$ cat config.mk
export PLATFORM = sky130hd
export DESIGN_NAME = ras_ckpt_stack
export DESIGN_NICKNAME = d
export VERILOG_FILES = /design/src/rtl/ras_ckpt_stack.sv
export SDC_FILE = /design/constraint.sdc
export NUM_CORES = 1
export LEC_CHECK = 0
export ABC_AREA = 1
export CORE_MARGIN = 2
export CORE_UTILIZATION = 45
export DETAILED_ROUTE_END_ITERATION = 6
export PLACE_DENSITY_LB_ADDON = 0.12
export SYNTH_ARGS = -nofsm -noshare
export SYNTH_HDL_FRONTEND = slang
export SYNTH_SLANG_ARGS = --single-unit
export TNS_END_PERCENT = 1
$ cat constraint.sdc
create_clock -name clk_i -period 10.7 [get_ports clk_i]
set_clock_uncertainty 0.05 [all_clocks]
set_input_delay 3.21 -clock clk_i [delete_from_list [all_inputs] [get_ports clk_i]]
set_output_delay 3.21 -clock clk_i [all_outputs]
set_load 0.05 [all_outputs]
$ cat src/rtl/ras_ckpt_stack.sv
// Return-address stack with any-depth circular storage, call+return replace,
// and a single speculative checkpoint of {tos, count} for mispredict recovery.
module ras_ckpt_stack #(
    parameter int unsigned DEPTH = 2,
    parameter int unsigned VLEN  = 64,
    parameter int unsigned PTR_W = (DEPTH > 1) ? $clog2(DEPTH) : 1
) (
    input  logic             clk_i,
    input  logic             rst_i,
    input  logic             push_i,
    input  logic [VLEN-1:0]  push_addr_i,
    input  logic             pop_i,
    input  logic             flush_i,
    input  logic             ckpt_save_i,
    input  logic             ckpt_restore_i,
    output logic [VLEN-1:0]  top_addr_o,
    output logic             top_valid_o,
    output logic [PTR_W:0]   count_o,
    output logic             overflow_o,
    output logic             underflow_o
);

    localparam int unsigned     CW   = PTR_W + 1;
    localparam logic [PTR_W-1:0] LAST = PTR_W'(DEPTH - 1);
    localparam logic [CW-1:0]    FULL = CW'(DEPTH);

    logic [VLEN-1:0]  mem [DEPTH];
    logic [PTR_W-1:0] tos_q, tos_n, ckpt_tos_q, wr_idx;
    logic [CW-1:0]    count_q, count_n, ckpt_count_q;
    logic             overflow_q, overflow_n, underflow_q, underflow_n, wr_en;

    // Explicit wrap so non-power-of-two depths never index past the last entry.
    function automatic logic [PTR_W-1:0] inc(input logic [PTR_W-1:0] x);
        return (x == LAST) ? '0 : x + PTR_W'(1);
    endfunction

    function automatic logic [PTR_W-1:0] dec(input logic [PTR_W-1:0] x);
        return (x == '0) ? LAST : x - PTR_W'(1);
    endfunction

    always_comb begin
        tos_n       = tos_q;
        count_n     = count_q;
        wr_en       = 1'b0;
        wr_idx      = tos_q;
        overflow_n  = 1'b0;
        underflow_n = 1'b0;
        if (flush_i) begin
            tos_n   = '0;
            count_n = '0;
        end else if (ckpt_restore_i) begin
            tos_n   = ckpt_tos_q;
            count_n = ckpt_count_q;
        end else if (push_i && pop_i && count_q != '0) begin
            wr_en = 1'b1;
        end else if (push_i) begin
            tos_n  = inc(tos_q);
            wr_idx = inc(tos_q);
            wr_en  = 1'b1;
            if (count_q == FULL) begin
                overflow_n = 1'b1;
            end else begin
                count_n = count_q + CW'(1);
            end
        end else if (pop_i) begin
            if (count_q != '0) begin
                tos_n   = dec(tos_q);
                count_n = count_q - CW'(1);
            end else begin
                underflow_n = 1'b1;
            end
        end
    end

    always_ff @(posedge clk_i) begin
        if (rst_i) begin
            tos_q        <= '0;
            count_q      <= '0;
            ckpt_tos_q   <= '0;
            ckpt_count_q <= '0;
            overflow_q   <= 1'b0;
            underflow_q  <= 1'b0;
            for (int unsigned i = 0; i < DEPTH; i++) begin
                mem[i] <= '0;
            end
        end else begin
            tos_q       <= tos_n;
            count_q     <= count_n;
            overflow_q  <= overflow_n;
            underflow_q <= underflow_n;
            if (wr_en) begin
                mem[wr_idx] <= push_addr_i;
            end
            // Checkpoint takes the post-update state, so it follows flush/restore.
            if (ckpt_save_i) begin
                ckpt_tos_q   <= tos_n;
                ckpt_count_q <= count_n;
            end
        end
    end

    assign top_addr_o  = mem[tos_q];
    assign top_valid_o = (count_q != '0);
    assign count_o     = count_q;
    assign overflow_o  = overflow_q;
    assign underflow_o = underflow_q;

endmodule

==> impl_metrics.env, run 1 <==
export IMPL_rsz0062_at_grt="no"
export IMPL_setup_violations_final=0
export IMPL_grt_max_degree=67
export IMPL_fp_row_count=43
export IMPL_power_leakage_uw=0.00362
export IMPL_clk_pin_slew_ps=60
export IMPL_first_iter_violations=362
export IMPL_routed_wl_mm=13.0
export IMPL_ctsHoldBuffers=0
export IMPL_cts_sinks=136
export IMPL_yosysSeqAreaShare=0.635
export IMPL_syn_cell_area_um2=6300
export IMPL_fin_crit_sh=0.557
export IMPL_max_clock_freq_mhz=168
export IMPL_antenna_found_initial=0
export IMPL_dieHeight_um=122
export IMPL_final_min_clock_period_ps=5960
export IMPL_htree_levels=4
export IMPL_grt_util_all_layers=0.183
export IMPL_area_delta_synth_final_pct=32.3
export IMPL_worstMarginPinSlew_ps=1210
export IMPL_io_buffers=139
export IMPL_ys_types=21
export IMPL_drt_wirelength_per_cell_um=13.8
export IMPL_critical_path_required_ps=7440
export IMPL_worst_ep_arrival_time_ps=2700
export IMPL_setup_tns_ps=0
export IMPL_grt_overflow=0
export IMPL_cts_buffers=17
export IMPL_cts_max_path_buffers=2
export IMPL_cts_setup_buffers=0
export IMPL_die_area_um2=15000
export IMPL_critPathBufInv=2
export IMPL_cts_resized=0
export IMPL_clock_latency_ps=410
export IMPL_outcome="finished, final reports clean"
export IMPL_drv_slew=0
export IMPL_hold_class="flop to flop"
export IMPL_cp_cell_sequence="inv_2 > nand2_1 > nand2_1 > clkdlybuf4s50_1"
export IMPL_grt_pass1_vias=4468
export IMPL_drtAntennaViolNets=0
export IMPL_cts_tree="yes"
export IMPL_cp_slowest_cell="inv_2"
export IMPL_final_cell_mix="213 x nand2_1, 139 x clkdlybuf4s50_1, 128 x edfxtp_1, 93 x nor2_1, 75 x inv_1"
export IMPL_drive_above_1_share=0.117
export IMPL_viasPerCell=4.59
export IMPL_final_core_util=0.606
export IMPL_drc=0
export IMPL_place_congestion=0.767
export IMPL_max_vdd_ir_drop_uv=87.0
export IMPL_slew_headroom=0.194
export IMPL_hold_viol_final=0
export IMPL_criticalPathCategory="flop to output port"
export IMPL_power_density_nw_per_um2=170
export IMPL_fillers=1227
export IMPL_dpl_cell_count=915
export IMPL_coreArea_um2=13800
export IMPL_vias=4351
export IMPL_yosysWarnings=0
export IMPL_start_util=0.458
export IMPL_cp_max_fo=65
export IMPL_cp_end_kind="output port"
export IMPL_rrSetupSlack_ps=7620
export IMPL_cpLargestDelayFamily="buffers and inverters"
export IMPL_syn_inst=622
export IMPL_final_nets=830
export IMPL_layout_commonest_cell="nand2_1"
export IMPL_holdWs_ps=502
export IMPL_drt_pass1_iter_count=5
export IMPL_io_pins=140
export IMPL_setup_worst_path_start_class="flop"
export IMPL_synth_seq_cells=136
export IMPL_hpwl_mm=7.88
export IMPL_drv_cap=0
export IMPL_die_width_um=122
export IMPL_n_antenna_cell=0
export IMPL_clockRootBuffer="clkbuf_16"
export IMPL_syn_num_nets=698
export IMPL_path_common_cell="nand2_1"
export IMPL_grt_pass1_wl_mm=20.9
export IMPL_finalNonFillerCells=947
export IMPL_cpPeakStageDelay_ps=840
export IMPL_total_power_uw=1420
export IMPL_synth_avg_cell_area_um2=10.1
[cell usage after synthesis (all sizes together)]
master    n  share of area
nand2   218           0.13
nor2    143           0.13
edfxtp  128           0.61
inv      76          0.045
buf      15          0.029
clkbuf   14         0.0083
dfxtp     8          0.025
ha        5         0.0099
a21oi     4         0.0032
nand3     4         0.0032
o21ai     4         0.0032
nand4     1        0.00099
nor3      1        0.00079
xor2      1         0.0014
[power by group]
group | switching [µW] | leakage, µW | internal [µW] | total (µW)
Clock | 212 | 0.000301 | 386 | 598
Sequential | 6.73 | 0.00139 | 607 | 614
Combinational | 137 | 0.00193 | 69.3 | 206
[registers in the layout (all words and copies together), names as in the netlist]
register,cells
underflow_o,1
overflow_o,1
ckpt_count_q,2
ckpt_tos_q,1
count_o,2
tos_q,1
mem,128
[cell families after synthesis]
| kind of cell | Yosys count | synth area share |
|---|---|---|
| xor gates and xnor gates | 1 | 0.00139 |
| adders and majority gates | 5 | 0.00992 |
| AOI/OAI and AO/OA | 8 | 0.00635 |
| and+or+nand+nor | 367 | 0.265 |
| buffers and inverters | 105 | 0.0826 |
| DFF | 136 | 0.635 |
[worst min-delay path, cell delays in order, from the launching register on]
cell     delay (ps)
dfxtp_1         310
o21ai_0         150
a21oi_1          50
[area by class of cell]
class / count / area, µm² / area share
sequential: 136 / 4010 / 0.480
multi-input combinational: 381 / 1810 / 0.216
timing repair buffer: 142 / 1410 / 0.169
clock buffer: 17 / 425 / 0.0510
inverter: 76 / 285 / 0.0342
tap: 180 / 225 / 0.0270
clock inverter: 15 / 183 / 0.0219
[per-layer routing]
layer / wire length, µm / vias up / global-route usage
li1: - / 2189 / -
met1: 5560 / 2036 / 0.219
met2: 6640 / 112 / 0.318
met3: 640 / 14 / 0.0488
met4: 189 / 0 / 0.0618
met5: 0 / - / 0
[worst paths after layout]
kind | from | endpoint | cells after the start
worst max-delay path | tos_q | top_addr_o[46] | 4
worst min-delay path | ckpt_count_q[0] | ckpt_count_q[0] | 2
worst max register to register | count_o[0] | mem[1][42] | 8
worst min register to register | ckpt_count_q[0] | ckpt_count_q[0] | 2
[stage by stage]
step,setup WS (ps),instance area [µm²]
floorplan,4720,6300
global placement,4490,7730
detailed placement,4440,7730
CTS,4670,8340
global route,4530,8340
finish,4740,8340
Power figures use the tool's default switching activity.
==> run 2: changes to the inputs <==
==> constraint.sdc (replaced) <==
create_clock -name clk_i -period 5.8 [get_ports clk_i]
set_clock_uncertainty 0.05 [all_clocks]
set_input_delay 1.74 -clock clk_i [delete_from_list [all_inputs] [get_ports clk_i]]
set_output_delay 1.74 -clock clk_i [all_outputs]
set_load 0.05 [all_outputs]
==> impl_metrics.env, run 2 (synthesis gave the netlist of run 1 again) <==
export IMPL_outcome="finished, final reports clean"
export IMPL_drive_above_1_share=0.116
export IMPL_viasPerCell=4.60
export IMPL_cts_buffers=17
export IMPL_final_nets=831
export IMPL_first_iter_violations=311
export IMPL_dpl_cell_count=916
export IMPL_ctsHoldBuffers=0
export IMPL_setup_worst_path_start_class="flop"
export IMPL_routed_wl_mm=12.8
export IMPL_worst_ep_arrival_time_ps=2660
export IMPL_die_width_um=122
export IMPL_hold_class="flop to flop"
export IMPL_drtAntennaViolNets=0
export IMPL_coreArea_um2=13800
export IMPL_layout_commonest_cell="nand2_1"
export IMPL_grt_pass1_vias=4347
export IMPL_holdWs_ps=481
export IMPL_n_antenna_cell=0
export IMPL_setup_tns_ps=0
export IMPL_clk_pin_slew_ps=60
export IMPL_io_pins=140
export IMPL_clockRootBuffer="clkbuf_16"
export IMPL_cp_max_fo=65
export IMPL_rsz0062_at_grt="no"
export IMPL_fp_row_count=43
export IMPL_cp_cell_sequence="inv_2 > nand2_1 > nand2_1 > clkdlybuf4s50_1"
export IMPL_finalNonFillerCells=948
export IMPL_drv_slew=0
export IMPL_drt_wirelength_per_cell_um=13.5
export IMPL_critical_path_required_ps=4010
export IMPL_final_cell_mix="213 x nand2_1, 139 x clkdlybuf4s50_1, 128 x edfxtp_1, 93 x nor2_1, 75 x inv_1"
export IMPL_antenna_found_initial=0
export IMPL_fin_crit_sh=0.767
export IMPL_path_common_cell="nand2_1"
export IMPL_grt_max_degree=67
export IMPL_hpwl_mm=7.89
export IMPL_htree_levels=4
export IMPL_largest_register="mem"
export IMPL_drv_cap=0
export IMPL_max_vdd_ir_drop_uv=197
export IMPL_largest_register_ffs=128
export IMPL_area_delta_synth_final_pct=31.5
export IMPL_final_core_util=0.602
export IMPL_drt_pass1_iter_count=7
export IMPL_drc=0
export IMPL_criticalPathCategory="flop to output port"
export IMPL_dieHeight_um=122
export IMPL_cts_setup_buffers=0
export IMPL_cts_resized=0
export IMPL_power_leakage_uw=0.00359
export IMPL_io_buffers=139
export IMPL_cts_tree="yes"
export IMPL_cpPeakStageDelay_ps=840
export IMPL_cts_sinks=136
export IMPL_die_area_um2=15000
export IMPL_grt_pass1_wl_mm=20.5
export IMPL_cts_max_path_buffers=2
export IMPL_setup_violations_final=0
export IMPL_start_util=0.458
export IMPL_cp_end_kind="output port"
export IMPL_vias=4361
export IMPL_total_power_uw=2490
export IMPL_final_min_clock_period_ps=4450
export IMPL_place_congestion=0.762
export IMPL_worstMarginPinSlew_ps=1170
export IMPL_grt_overflow=0
export IMPL_power_density_nw_per_um2=301
export IMPL_cp_slowest_cell="inv_2"
export IMPL_hold_viol_final=0
export IMPL_slew_headroom=0.216
export IMPL_grt_util_all_layers=0.178
export IMPL_max_clock_freq_mhz=225
export IMPL_clock_latency_ps=400
-- run 2: cell count changes in the layout (fill, tap and decap cells not counted), sizes merged --
cell	delta
buf	+1
bufinv	-4
inv	-1
clkinv	-3
clkinvlp	+1
clkbuf	+7
-- run 2: metrics by stage --
stage               instance area (µm²)  setup WS (ps)
floorplan                          6300           1290
global placement                   7740           1610
detailed placement                 7740           1550
CTS                                8290           1300
global route                       8290           1130
finish                             8290           1350
-- run 2: report_power, final --
group / internal, µW / total, µW / switching [µW]
Combinational: 128 / 379 / 251
Sequential: 1120 / 1130 / 12.1
Clock: 605 / 983 / 378
-- run 2: final cells by class --
| cell class | instances | area, µm² |
|---|---|---|
| fillers | 1213 | 5480 |
| flip-flops and latches | 136 | 4010 |
| multi-input cells | 381 | 1810 |
| repair buffers | 143 | 1420 |
| clock buffers | 24 | 504 |
| inverters | 76 | 285 |
| well taps | 180 | 225 |
| clock inverters | 8 | 45.0 |
-- run 2: final timing paths --
path | start | to | slack, ps | cells after the start
hold reg to reg | ckpt_count_q[0] | ckpt_count_q[0] | 480 | 2
setup / recovery | tos_q | top_addr_o[60] | 1350 | 4
hold / removal | ckpt_count_q[0] | ckpt_count_q[0] | 480 | 2
setup reg to reg | count_o[1] | mem[0][5] | 3230 | 8
-- run 2: critical path, delay by kind of cell (launching register included) --
family / cells / cell delay (ps)
and+or+nand+nor: 2 / 280
buffers and inverters: 2 / 1650
DFF: 1 / 320
-- run 2: routing by layer --
metal  global-route usage  part of all wire  up-vias
li1                     -                 -     2191
met1                0.219              0.44     2044
met2                0.307              0.50      115
met3               0.0474             0.051       11
met4               0.0568             0.012        0
met5                    0                 0        -
==> run 3: changes to the inputs <==
==> constraint.sdc (replaced) <==
create_clock -name clk_i -period 3.9 [get_ports clk_i]
set_clock_uncertainty 0.05 [all_clocks]
set_input_delay 1.17 -clock clk_i [delete_from_list [all_inputs] [get_ports clk_i]]
set_output_delay 1.17 -clock clk_i [all_outputs]
set_load 0.05 [all_outputs]
==> impl_metrics.env, run 3 (synthesis gave the netlist of run 1 again) <==
export IMPL_drive_above_1_share=0.122
export IMPL_max_clock_freq_mhz=275
export IMPL_criticalPathCategory="flop to output port"
export IMPL_grt_use_met1=0.234
export IMPL_grt_pass1_wl_mm=20.9
export IMPL_die_area_um2=15000
export IMPL_met2_usage=0.302
export IMPL_hold_class="flop to flop"
export IMPL_drv_cap=0
export IMPL_grt_max_degree=67
export IMPL_io_pins=140
export IMPL_grt_util_all_layers=0.183
export IMPL_finalNonFillerCells=952
export IMPL_fin_crit_sh=0.934
export IMPL_drc=0
export IMPL_cp_max_fo=66
export IMPL_clockRootBuffer="clkbuf_16"
export IMPL_grt_pass1_vias=4347
export IMPL_io_buffers=139
export IMPL_die_width_um=122
export IMPL_final_min_clock_period_ps=3640
export IMPL_drtAntennaViolNets=0
export IMPL_grt_overflow=0
export IMPL_largest_register="mem"
export IMPL_layout_commonest_cell="nand2_1"
export IMPL_cts_max_path_buffers=2
export IMPL_setup_violations_final=0
export IMPL_hold_viol_final=0
export IMPL_drv_slew=0
export IMPL_placed_cell_area_um2=7830
export IMPL_power_leakage_uw=0.00362
export IMPL_final_nets=837
export IMPL_clock_latency_ps=410
export IMPL_final_cell_mix="213 x nand2_1, 132 x clkdlybuf4s50_1, 128 x edfxtp_1, 93 x nor2_1, 75 x inv_1"
export IMPL_viasPerCell=4.62
export IMPL_routed_wl_mm=13.1
export IMPL_drt_wirelength_per_cell_um=13.8
export IMPL_vias=4400
export IMPL_first_iter_violations=308
export IMPL_antenna_found_initial=0
export IMPL_power_density_nw_per_um2=431
export IMPL_htree_levels=4
export IMPL_drt_pass1_iter_count=4
export IMPL_clk_pin_slew_ps=50
export IMPL_max_vdd_ir_drop_uv=247
export IMPL_setup_worst_path_start_class="flop"
export IMPL_fin_area_um2=8310
export IMPL_cts_resized=0
export IMPL_cts_buffers=17
export IMPL_critical_path_required_ps=2680
export IMPL_place_congestion=0.770
export IMPL_ctsHoldBuffers=0
export IMPL_fp_row_count=43
export IMPL_dieHeight_um=122
export IMPL_setup_tns_ps=0
export IMPL_cp_end_kind="output port"
export IMPL_holdWs_ps=500
export IMPL_coreArea_um2=13800
export IMPL_largest_register_ffs=128
export IMPL_hpwl_mm=8.44
export IMPL_dpl_cell_count=922
export IMPL_worstMarginPinSlew_ps=757
export IMPL_cts_tree="yes"
export IMPL_outcome="finished, final reports clean"
export IMPL_cts_setup_buffers=0
export IMPL_cts_sinks=136
export IMPL_worst_ep_arrival_time_ps=2420
export IMPL_met3_usage=0.0451
export IMPL_slew_headroom=0.495
export IMPL_final_core_util=0.603
export IMPL_n_antenna_cell=0
export IMPL_rsz0062_at_grt="no"
export IMPL_start_util=0.458
export IMPL_area_delta_synth_final_pct=31.8
export IMPL_top_usage_layer="met2"
run 3: changes by cell type in the layout (fill, tap and decap cells not counted):
| cell | previous run | this run |
|---|---|---|
| clkinvlp_4 | 2 | 0 |
| clkinv_1 | 0 | 5 |
| buf_12 | 0 | 5 |
| clkinv_2 | 6 | 3 |
| clkdlybuf4s50_1 | 139 | 132 |
| clkbuf_1 | 4 | 5 |
| clkbuf_16 | 19 | 17 |
| buf_4 | 4 | 12 |
| clkbuf_8 | 1 | 0 |
run 3: area by class of cell:
| cell class | count | area, µm² |
|---|---|---|
| multi-input combinational | 381 | 1810 |
| sequential | 136 | 4010 |
| fill | 1174 | 5460 |
| clock buffer | 22 | 444 |
| clock inverter | 8 | 33.8 |
| tap | 180 | 225 |
| timing repair buffer | 149 | 1510 |
| inverter | 76 | 285 |
run 3: where the power goes:
part	internal, µW	leakage (µW)	switching [µW]
Sequential	1660	0.00139	18.5
Combinational	198	0.00199	378
Clock	787	0.000235	533
Total	2650	0.00362	929
run 3: worst paths after layout:
kind                                       from               to  slack (ps)  cells after the start
worst max-delay path                      tos_q   top_addr_o[12]         260                      4
worst min-delay path            ckpt_count_q[0]  ckpt_count_q[0]         500                      2
worst max register to register       count_o[1]       mem[0][61]        1460                      9
worst min register to register  ckpt_count_q[0]  ckpt_count_q[0]         500                      2
run 3: critical path, stage by stage (launching register included):
cell	delay [ps]
dfxtp_2	330
buf_4	610
nand2_1	140
nand2_1	120
clkdlybuf4s50_1	810
run 3: layer usage:
metal	routed length [µm]	vias up
met2	6340	120
met5	0	-
met3	679	19
li1	-	2206
met4	217	0
met1	5890	2055
run 3: metrics by stage:
stage          setup slack (ps)  total power (µW)
2_1_floorplan             -27.2              2060
3_3_place_gp                434              2280
3_5_place_dp                347              2290
4_1_cts                     223              3600
5_1_grt                     130              3710
6_report                    259              3580
